$ cat src/rtl/edge_evt_pkg.sv
// rtl/edge_evt_pkg.sv - shared widths, event record type and bit-vector helpers
package edge_evt_pkg;

  localparam int N_BITS    = 8;
  localparam int IDX_W     = 3;
  localparam int EVT_TS_W  = 16;

  typedef struct packed {
    logic [IDX_W-1:0]    idx;
    logic [EVT_TS_W-1:0] ts;
  } evt_t;

  // Index of the lowest set bit; 0 when the vector is empty.
  function automatic logic [IDX_W-1:0] lowest_idx(input logic [N_BITS-1:0] v);
    logic [IDX_W-1:0] r;
    r = '0;
    for (int i = N_BITS - 1; i >= 0; i--) begin
      if (v[i]) r = IDX_W'(i);
    end
    return r;
  endfunction

  // Number of set bits (0..N_BITS).
  function automatic logic [IDX_W:0] popcount(input logic [N_BITS-1:0] v);
    logic [IDX_W:0] c;
    c = '0;
    for (int i = 0; i < N_BITS; i++) begin
      c = c + {{IDX_W{1'b0}}, v[i]};
    end
    return c;
  endfunction

endpackage

$ cat src/rtl/edge_event_queue_if.sv
// rtl/edge_event_queue_if.sv - valid/ready event stream between queue and logger
interface edge_event_queue_if #(
  parameter int TS_W = 16
);
  import edge_evt_pkg::IDX_W;

  logic             evt_valid;
  logic             evt_ready;
  logic [IDX_W-1:0] evt_bit;
  logic [TS_W-1:0]  evt_time;

  modport master (
    output evt_valid,
    output evt_bit,
    output evt_time,
    input  evt_ready
  );

  modport slave (
    input  evt_valid,
    input  evt_bit,
    input  evt_time,
    output evt_ready
  );

endinterface

$ cat src/rtl/edge_evt_fifo.sv
// rtl/edge_evt_fifo.sv - show-ahead synchronous FIFO of evt_t records
module edge_evt_fifo
  import edge_evt_pkg::*;
#(
  parameter int DEPTH = 8
) (
  input  logic                   clk,
  input  logic                   areset_n,
  input  logic                   push,
  input  evt_t                   push_data,
  output logic                   full,
  input  logic                   pop,
  output evt_t                   head,
  output logic                   empty,
  output logic [$clog2(DEPTH):0] level
);

  localparam int PTR_W = $clog2(DEPTH);

  evt_t             mem_q [DEPTH];
  logic [PTR_W-1:0] wr_ptr_q;
  logic [PTR_W-1:0] rd_ptr_q;
  logic [PTR_W:0]   level_q;
  logic             do_push;
  logic             do_pop;

  // Full is judged on the registered level only, so a same-cycle pop never makes room.
  assign full    = (level_q == (PTR_W + 1)'(DEPTH));
  assign empty   = (level_q == '0);
  assign do_push = push & ~full;
  assign do_pop  = pop & ~empty;
  assign head    = mem_q[rd_ptr_q];
  assign level   = level_q;

  // Storage, power-of-two wrapping pointers and occupancy count.
  always_ff @(posedge clk or negedge areset_n) begin
    if (!areset_n) begin
      for (int i = 0; i < DEPTH; i++) mem_q[i] <= '0;
      wr_ptr_q <= '0;
      rd_ptr_q <= '0;
      level_q  <= '0;
    end else begin
      if (do_push) begin
        mem_q[wr_ptr_q] <= push_data;
        wr_ptr_q        <= wr_ptr_q + 1'b1;
      end
      if (do_pop) rd_ptr_q <= rd_ptr_q + 1'b1;
      if (do_push && !do_pop)      level_q <= level_q + 1'b1;
      else if (!do_push && do_pop) level_q <= level_q - 1'b1;
    end
  end

endmodule

$ cat src/rtl/edge_event_queue.sv
// rtl/edge_event_queue.sv - timestamps edge pulses and serializes them onto a stream (option: EDGE_EVT_DROP_CNT_EN adds drop_cnt)
module edge_event_queue
  import edge_evt_pkg::*;
#(
  parameter int TS_W  = 16,
  parameter int DEPTH = 8
) (
  input  logic                    clk,
  input  logic                    areset_n,
  input  logic [N_BITS-1:0]       anyedge,
  input  logic                    clr_lost,
  edge_event_queue_if.master      evt,
  output logic [$clog2(DEPTH):0]  fifo_level,
  output logic                    lost
`ifdef EDGE_EVT_DROP_CNT_EN
  ,
  output logic [7:0]              drop_cnt
`endif
);

  if (TS_W != EVT_TS_W) begin : g_ts_w_chk
    $error("edge_event_queue: TS_W must match edge_evt_pkg::EVT_TS_W");
  end
  if (DEPTH < 2 || (DEPTH & (DEPTH - 1)) != 0) begin : g_depth_chk
    $error("edge_event_queue: DEPTH must be a power of two >= 2");
  end

  logic [TS_W-1:0]   ts_q, ts_d;
  logic [N_BITS-1:0] pending_q, pending_d;
  logic [TS_W-1:0]   ts_pend_q [N_BITS];
  logic [TS_W-1:0]   ts_pend_d [N_BITS];
  logic              lost_q, lost_d;
  logic [N_BITS-1:0] grant;
  logic [N_BITS-1:0] load;
  logic [N_BITS-1:0] drop;
  logic [IDX_W-1:0]  grant_idx;
  logic              fifo_full;
  logic              fifo_empty;
  evt_t              push_data;
  evt_t              head;

  // Grant the lowest pending bit when there is room; a granted bit may re-capture in the same cycle.
  always_comb begin
    grant     = '0;
    grant_idx = lowest_idx(pending_q);
    if (pending_q != '0 && !fifo_full) grant[grant_idx] = 1'b1;
    load      = anyedge & (~pending_q | grant);
    drop      = anyedge & pending_q & ~grant;
    pending_d = (pending_q & ~grant) | load;
    for (int i = 0; i < N_BITS; i++) begin
      ts_pend_d[i] = load[i] ? ts_q : ts_pend_q[i];
    end
    ts_d   = ts_q + 1'b1;
    lost_d = lost_q;
    if (|drop)         lost_d = 1'b1;
    else if (clr_lost) lost_d = 1'b0;
  end

  assign push_data.idx = grant_idx;
  assign push_data.ts  = ts_pend_q[grant_idx];

  // Free-running timestamp, per-bit pending capture and sticky loss flag.
  always_ff @(posedge clk or negedge areset_n) begin
    if (!areset_n) begin
      ts_q      <= '0;
      pending_q <= '0;
      for (int i = 0; i < N_BITS; i++) ts_pend_q[i] <= '0;
      lost_q    <= 1'b0;
    end else begin
      ts_q      <= ts_d;
      pending_q <= pending_d;
      for (int i = 0; i < N_BITS; i++) ts_pend_q[i] <= ts_pend_d[i];
      lost_q    <= lost_d;
    end
  end

  edge_evt_fifo #(
    .DEPTH(DEPTH)
  ) u_fifo (
    .clk      (clk),
    .areset_n (areset_n),
    .push     (|grant),
    .push_data(push_data),
    .full     (fifo_full),
    .pop      (evt.evt_ready),
    .head     (head),
    .empty    (fifo_empty),
    .level    (fifo_level)
  );

  assign evt.evt_valid = ~fifo_empty;
  assign evt.evt_bit   = head.idx;
  assign evt.evt_time  = head.ts;
  assign lost          = lost_q;

`ifdef EDGE_EVT_DROP_CNT_EN
  logic [7:0]     drop_cnt_q, drop_cnt_d;
  logic [IDX_W:0] n_drop;
  logic [8:0]     drop_sum;

  // Saturating drop count; a clear still records the drops of its own cycle.
  always_comb begin
    n_drop     = popcount(drop);
    drop_sum   = {1'b0, drop_cnt_q} + 9'(n_drop);
    drop_cnt_d = drop_sum[8] ? 8'hFF : drop_sum[7:0];
    if (clr_lost) drop_cnt_d = 8'(n_drop);
  end

  // Drop counter register.
  always_ff @(posedge clk or negedge areset_n) begin
    if (!areset_n) drop_cnt_q <= '0;
    else           drop_cnt_q <= drop_cnt_d;
  end

  assign drop_cnt = drop_cnt_q;
`endif

endmodule
$ cat src/flat_wrapper.sv
// flat-port wrapper written by rule: the top's interface ports become plain ports
module edge_event_queue_flat import edge_evt_pkg::*;
#(
  parameter int TS_W  = 16,
  parameter int DEPTH = 8
)
  (clk, areset_n, anyedge, clr_lost, fifo_level, lost, evt_evt_valid, evt_evt_bit, evt_evt_time, evt_evt_ready);
  edge_event_queue_if #(.TS_W(TS_W)) evt_i ();
  input  logic clk;
  input  logic areset_n;
  input  logic [N_BITS-1:0] anyedge;
  input  logic clr_lost;
  output logic [$clog2(DEPTH):0] fifo_level;
  output logic lost;
  output wire logic [$bits(evt_i.evt_valid)-1:0] evt_evt_valid;
  output wire logic [$bits(evt_i.evt_bit)-1:0] evt_evt_bit;
  output wire logic [$bits(evt_i.evt_time)-1:0] evt_evt_time;
  input wire logic [$bits(evt_i.evt_ready)-1:0] evt_evt_ready;
  assign evt_evt_valid = evt_i.evt_valid;
  assign evt_evt_bit = evt_i.evt_bit;
  assign evt_evt_time = evt_i.evt_time;
  assign evt_i.evt_ready = evt_evt_ready;
  edge_event_queue #(.TS_W(TS_W), .DEPTH(DEPTH)) u_core (.clk(clk), .areset_n(areset_n), .anyedge(anyedge), .clr_lost(clr_lost), .evt(evt_i), .fifo_level(fifo_level), .lost(lost));
endmodule
$ cat config.mk
export PLATFORM = sky130hd
export DESIGN_NAME = edge_event_queue_flat
export DESIGN_NICKNAME = d
export VERILOG_FILES = /design/src/rtl/edge_evt_pkg.sv /design/src/rtl/edge_event_queue_if.sv /design/src/rtl/edge_evt_fifo.sv /design/src/rtl/edge_event_queue.sv /design/src/flat_wrapper.sv
export SDC_FILE = /design/constraint.sdc
export NUM_CORES = 1
export LEC_CHECK = 0
export ABC_AREA = 1
export CORE_ASPECT_RATIO = 2
export CORE_MARGIN = 2
export CORE_UTILIZATION = 50
export CTS_BUF_LIST = sky130_fd_sc_hd__clkbuf_2
export CTS_CLUSTER_DIAMETER = 200
export CTS_CLUSTER_SIZE = 24
export DETAILED_ROUTE_END_ITERATION = 8
export DONT_BUFFER_PORTS = 1
export SLEW_MARGIN = 30
export SYNTH_ARGS = -nofsm -noshare
export SYNTH_HDL_FRONTEND = slang
export SYNTH_SLANG_ARGS = --single-unit
$ cat constraint.sdc
create_clock -name clk -period 3.3 [get_ports clk]
set_input_delay 0.165 -clock clk [delete_from_list [all_inputs] [get_ports clk]]
set_output_delay 0.165 -clock clk [all_outputs]
set_load 0.005 [all_outputs]
Word-level counts from Yosys, hierarchy flattened. Index checks and enable logic that the tools add are counted.

Memory bits (writable): 0. ROM bits: 0. Word-level logic and storage cells: 95. Output and inout port bits: 25. Bits of input ports: 12. Memories: 0. Flip-flop bits (word level): 315. Latch bits: 0.

Reduce and logical (&&, ||, !) cells: 14. Bitwise operators: 15. Add/subtract/negate cells: 5. Magnitude comparators: 6. Shifts and indexed selects: 0. Muxes and demuxes: 24. Div/mod/pow operators: 0. $mul: 0. Eq/ne operators: 1.

Operators by type and width (number): bitwise mux 152 bit (1); binary-select mux 19 bit (select 3 bit) (1); demux 19 bit (select 3 bit) (1); 2-to-1 mux 19 bit (3); binary-select mux 16 bit (select 3 bit) (1); AND 8 bit (4); 2-to-1 mux 16 bit (2); 2-to-1 mux 3 bit (8); adder 16 x 1 -> 16 bit, second input constant (1); inverter 8 bit (2); OR 8 bit (2); OR reduction 8 bit (2); greater-or-equal comparator 4 bit, second input constant (3); inverter 3 -> 4 bit (3); 2-to-1 mux 4 bit (2); 2-to-1 mux 8 bit (1); nonzero test 8 bit (1); adder 3 x 1 -> 3 bit, second input constant (2); logical AND 1 bit (5); adder 4 x 1 -> 4 bit, second input constant (1); equality test 4 bit, second input constant (1); zero test 4 bit (1); less-than comparator 3 x 4 -> 1 bit, second input constant (1); less-than comparator 4 x 1 -> 1 bit, second input constant (1); 8 further kinds (15).

Depth between registers and ports, before layout.
Depth in word-level cells: 19. Mapped depth: 17. Mapped depth without buffers: 16.

Cells and area by module. Synthesis repeated with hierarchy kept, for this count alone.

Cell total of the unflattened synthesis: 2205. Area, all modules: 16589.7 sq um.

By module, submodules not included: edge_evt_fifo (cells an instance 1278, seq. area each 4053.9 sq um, times used 1, area an instance 9058.7 sq um); edge_event_queue (cells an instance 927, seq. area each 3828.7 sq um, times used 1, area an instance 7531.0 sq um).

Least setup slack after synthesis. OpenSTA, ideal clock, no wires.

Path kind: reg-to-reg. Start: reg u_core.pending_q[3]. End: reg u_core.u_fifo.level_q[3], in the netlist u_core.u_fifo.level[3]. Slack: 0.988 ns. Stages on the path, launching flop included: 16. Arrival time: 2.187 ns. Setup time: 0.125 ns. Period minus slack after synthesis: 2.312 ns. Path buffers: 1. Data required time: 3.175 ns. Path through: dfrtp_1 > nor2_2 > nand2_4 > nor2_2 > nor2_4 > buf_6 > ha_1 > inv_1 > ha_1 > nand2_1 > nor2_1 > a211oi_1 > nand2_1 > nand2_1 > nor2_1 > xor2_1.

Cells in the longest elaborated chain, start to end: 14. Elaborated cells on any way between the ends: 19. Classes of those cells: order compare (2); mux (8); bitwise (1); reduce/logical (8).

Ends and longest elaborated chain: from (decl) (line edge_event_queue.sv:29) `logic [N_BITS-1:0] pending_q, pending_d;`; from (signal assigned) (line edge_event_queue.sv:71) `pending_q <= pending_d;`; 2-to-1 mux 3 bit (4 in series) (line edge_evt_pkg.sv:18) `if (v[i]) r = IDX_W'(i);`; less-than comparator 3 x 4 -> 1 bit (not written as such) / greater-or-equal comparator 3 x 1 -> 1 bit (equally long branches) (line edge_event_queue.sv:46) `if (pending_q != '0 && !fifo_full) grant[grant_idx] = 1'b1;`; logical AND 1 bit (not written as such) (line edge_event_queue.sv:46); 2-to-1 mux 1 bit (not written as such) (line edge_event_queue.sv:46); demux 1 bit (select 3 bit); 2-to-1 mux 8 bit (*) (line edge_event_queue.sv:46); OR reduction 8 bit (*) (line edge_event_queue.sv:82) `.push (|grant),`; AND 1 bit (*) (line edge_evt_fifo.sv:30) `assign do_push = push & ~full;`; named net u_core.u_fifo.do_push (line edge_evt_fifo.sv:24) `logic do_push;`; zero test 1 bit (line edge_evt_fifo.sv:49) `else if (!do_push && do_pop) level_q <= level_q - 1'b1;`; logical AND 1 bit (line edge_evt_fifo.sv:49); nonzero test 2 bit (no source line); to (signal assigned) (line edge_evt_fifo.sv:48) `if (do_push && !do_pop) level_q <= level_q + 1'b1;`; to (signal assigned) (line edge_evt_fifo.sv:49); to (decl) (line edge_evt_fifo.sv:23) `logic [PTR_W:0] level_q;`.

Mark *: on every way through the listed nets, which the timed path passes. The rest lies on a longest branch. A chain may end at the register's enable or synchronous reset.

Worst setup path after layout.
Start: reg u_core.u_fifo.level_q[0], in the netlist u_core.u_fifo.level[0]. End: reg u_core.lost_q, in the netlist u_core.lost.

Cells in the longest elaborated chain, start to end: 8. Elaborated cells on any way between the ends: 9. Classes of those cells: eq/ne (1); mux (2); bitwise (2); reduce/logical (4).

Ends and longest elaborated chain: equality test 4 bit (*) (line edge_evt_fifo.sv:28) `assign full = (level_q == (PTR_W + 1)'(DEPTH));`; zero test 1 bit (*) (line edge_event_queue.sv:46); logical AND 1 bit (*) (line edge_event_queue.sv:46); 2-to-1 mux 8 bit (*) (line edge_event_queue.sv:46); inverter 8 bit (*) (line edge_event_queue.sv:48) `drop = anyedge & pending_q & ~grant;`; AND 8 bit (*) (line edge_event_queue.sv:48); OR reduction 8 bit (*) (line edge_event_queue.sv:55) `if (|drop) lost_d = 1'b1;`; 2-to-1 mux 1 bit / nonzero test 2 bit (equally long branches); to (signal assigned) (line edge_event_queue.sv:73) `lost_q <= lost_d;`; to (decl) (line edge_event_queue.sv:32) `logic lost_q, lost_d;`.

Mark *: on every way between the ends. The rest lies on a longest branch, timed or not.

==> results.tsv <==
stage	metric	value	unit
clock_network	ctsHtreeMaxLevel	1	
power_and_ir_drop	netSwitchingFraction	0.447	
critical_path	required	4230	ps
finish	fin_util	0.524	
grt	antenna_found_initial	1	
synthesis	yosys_register_bits	315	
timing	fin_worst_hold_slack	-1170	ps
die	die-area	31800	um^2
die	ioPinCount	37	
critical_path	r2r_cells	14	
timing	fin_crit	3110	ps
synthesis	synthTopCellsByArea	dfrtp_1 52%, nand2_1 13%, o21ai_0 8.3%, nand3_1 3.8%, inv_1 3.6%	
grt	grt_pass1_vias	12300	
finish	final_cell_mix	534 x nand2_1, 314 x dfrtp_1, 251 x o21ai_0	
clock_network	clockBufferDepth	3	
power_and_ir_drop	seq_power_share	0.452	
clock_network	cts_hold_buf	26	
power_and_ir_drop	clkPwrFrac	0.115	
critical_path	worstPathArrival	4040	ps
die	coreArea	30000	um^2
finish	fill_cells	2866	
clock_network	cts_sinks	315	
outcome	outcome	finished, violations left	
synthesis	synth_top_area_frac	0.520	
run	drv_cap	0	
clock_network	cts_buffers	17	
synthesis	synth_top_area_cell	dfrtp_1	
min_path	min_path_type	in2async	
critical_path	crit_fanout	12	
power_and_ir_drop	switchingPower	5.24	mW
critical_path	crit_end	u_core.lost	
critical_path	r2r_end	u_core.lost	
timing	slew_viol_final	0	
synthesis	avgSynthCellArea	8.00	um^2
route	wl	42700	um
die	die_h	250	um
placed_design	io_buffers	0	
synthesis	synthArstFlopShare	1.00	
route	drt_iter0_drc	1189	
grt	grt_usage	0.274	
finish	nNetsFinal	1878	
critical_path	worstSetupStartpointType	register	
critical_path	r2r-start	u_core.u_fifo.level[0]	
clock_network	clk_pin_slew_worst_paths	440	ps
timing	worstMarginPinSlew	920	ps
grt	grt_start_max_net_pins	316	
route	viasPerCell	5.61	
route	drtPass1Iterations	5	
timing	finalClockSkew	150	ps
clock_network	root_buffer	clkbuf_2	
synthesis	ys_types	34	
timing	setup_violations	0	
finish	area_growth	3.55	%
synthesis	synth_fp_nets	1913	
critical_path	r2r_slack	190	ps
synthesis	seq_area_frac_synth	0.520	
clock_network	clock_latency	980	ps
outcome	violations	hold timing	
synthesis	netlist_instances	1894	
critical_path	endpoint_kind	register	
critical_path	path_class	reg2reg	
power_and_ir_drop	p_int	6.48	mW
placed_design	gp_congestion	0.793	
route	wire_per_inst	19.2	um
timing	post-route-period-util	0.943	
finish	seqCellArea	7880	um^2
placed_design	dpl.hpwl	25000	um
route	vias	12500	
timing	timing.fmax	321	MHz
power_and_ir_drop	p_leak	7.73	nW
grt	grt_overflow	0	
timing	rsz0062_at_grt	false	
power_and_ir_drop	power.density	747	nW/um^2
power_and_ir_drop	ir_worst_vdd	0.570	mV
timing	fin_setup_tns	0	ps
finish	final_common_cell	nand2_1	
finish	multi_input_area	6120	um^2
clock_network	cts_tree	done	
synthesis	netlist_area	15200	um^2
timing	finalHoldViolCount	315	
timing	slew_headroom	0.386	
die	initial_core_util	0.506	
synthesis	yosysWarnings	0	
grt	grt_pass1_wl	68200	um
finish	drive_gt1_frac	0.0581	
synthesis	synth_edf_count	0	
route	ant_nets	0	
route	drc	0	
power_and_ir_drop	p_comb_frac	0.434	
die	die_w	127	um
critical_path	startpoint	u_core.u_fifo.level[0]	
synthesis	synth_ff_type	dfrtp_1	
die	std_cell_rows	90	
==> per-layer routing <==
layer	global-route usage	share of wire	vias up
met4	0.149	0.059	0
met3	0.0312	0.058	89
met5	0	0	-
met2	0.442	0.46	418
met1	0.360	0.42	6011
li1	-	-	5992
==> through the flow <==
step,power (mW),std cells,setup WS (ps),hold slack (ps),area (um^2)
CTS,11.7,2227,110,-1270,15700
detailed placement,10.3,2182,657,-114,15300
global route,12.6,2229,80.2,-1280,15700
global placement,10.2,2182,725,-110,15300
floorplan,8.84,1894,988,-131,15200
finish,11.7,2229,188,-1170,15700
==> Yosys cell counts, types with 3 or more instances <==
master,number
a21oi_1,4
a31oi_1,19
buf_1,4
buf_2,55
buf_6,9
clkbuf_1,34
dfrtp_1,315
ha_1,6
inv_1,147
inv_2,14
nand2_1,534
nand2_2,27
nand3_1,116
nand3b_1,32
nor2_1,147
nor2_2,3
nor2_4,12
o21ai_0,251
o21ai_1,109
o22ai_1,19
xor2_1,18
==> kinds of logic (layout without fill, tap and decap cells) <==
kind of cell / Yosys count / in the layout / synth area share
AO/OA/AOI/OAI: 404 / 404 / 0.137
XOR/XNOR: 20 / 20 / 0.0116
adder cells (fa/ha/maj): 7 / 7 / 0.00627
buffers and inverters: 269 / 234 / 0.0764
flip-flops: 315 / 315 / 0.520
other: 0 / 2 / 0
AND/OR/NAND/NOR: 879 / 879 / 0.249
==> power groups by stage <==
stage	Clock [mW]	Sequential [mW]	Combinational (mW)
finish	1.34	5.30	5.08
global route	1.53	5.41	5.66
CTS	1.41	5.28	5.04
detailed placement	0	5.35	5.00
global placement	0	5.32	4.89
floorplan	0	5.22	3.62
==> flip-flops by register name (all words and copies together) (netlist names) <==
signal                  count
u_core.ts_q                16
u_core.u_fifo.wr_ptr_q      3
u_core.ts_pend_q          128
u_core.u_fifo.level         4
u_core.u_fifo.rd_ptr_q      3
u_core.lost                 1
u_core.pending_q            8
u_core.u_fifo.mem_q       152
==> area by class of cell <==
class                      instances  area share
clock inverter                     1     0.00191
tap                              368      0.0293
sequential                       315       0.502
clock buffer                      18     0.00574
timing repair buffer              50      0.0307
multi-input combinational       1310       0.390
antenna                            2    0.000319
inverter                         165      0.0399
==> how the worst min path moves through the flow <==
stage | endpoint | start
6_report | u_core.ts_pend_q[19] | areset_n
5_1_grt | u_core.ts_pend_q[19] | areset_n
4_1_cts | u_core.ts_pend_q[35] | areset_n
3_5_place_dp | u_core.ts_pend_q[35] | areset_n
3_3_place_gp | u_core.ts_pend_q[32] | areset_n
2_1_floorplan | u_core.lost | areset_n
==> worst max-delay path: stages, from the launching register on <==
cell and delay (ps):
dfrtp_1 550, inv_1 130, nand3_1 100, nor2_2 280, nor2_4 110, buf_4 200, inv_2 120, nand2_1 140
o22ai_1 130, dlygate4sd3_1 560, inv_1 40, nand2_1 50, nor2_1 30, dlygate4sd3_1 540, nand3_1 80
==> what timing repair did <==
item	CTS	global route
setup buffers	0	0
endpoints found under the setup margin	0	7
gates resized for setup	0	3
endpoints found under the hold margin	459	315
No activity file was read; power rests on OpenSTA's default activity.
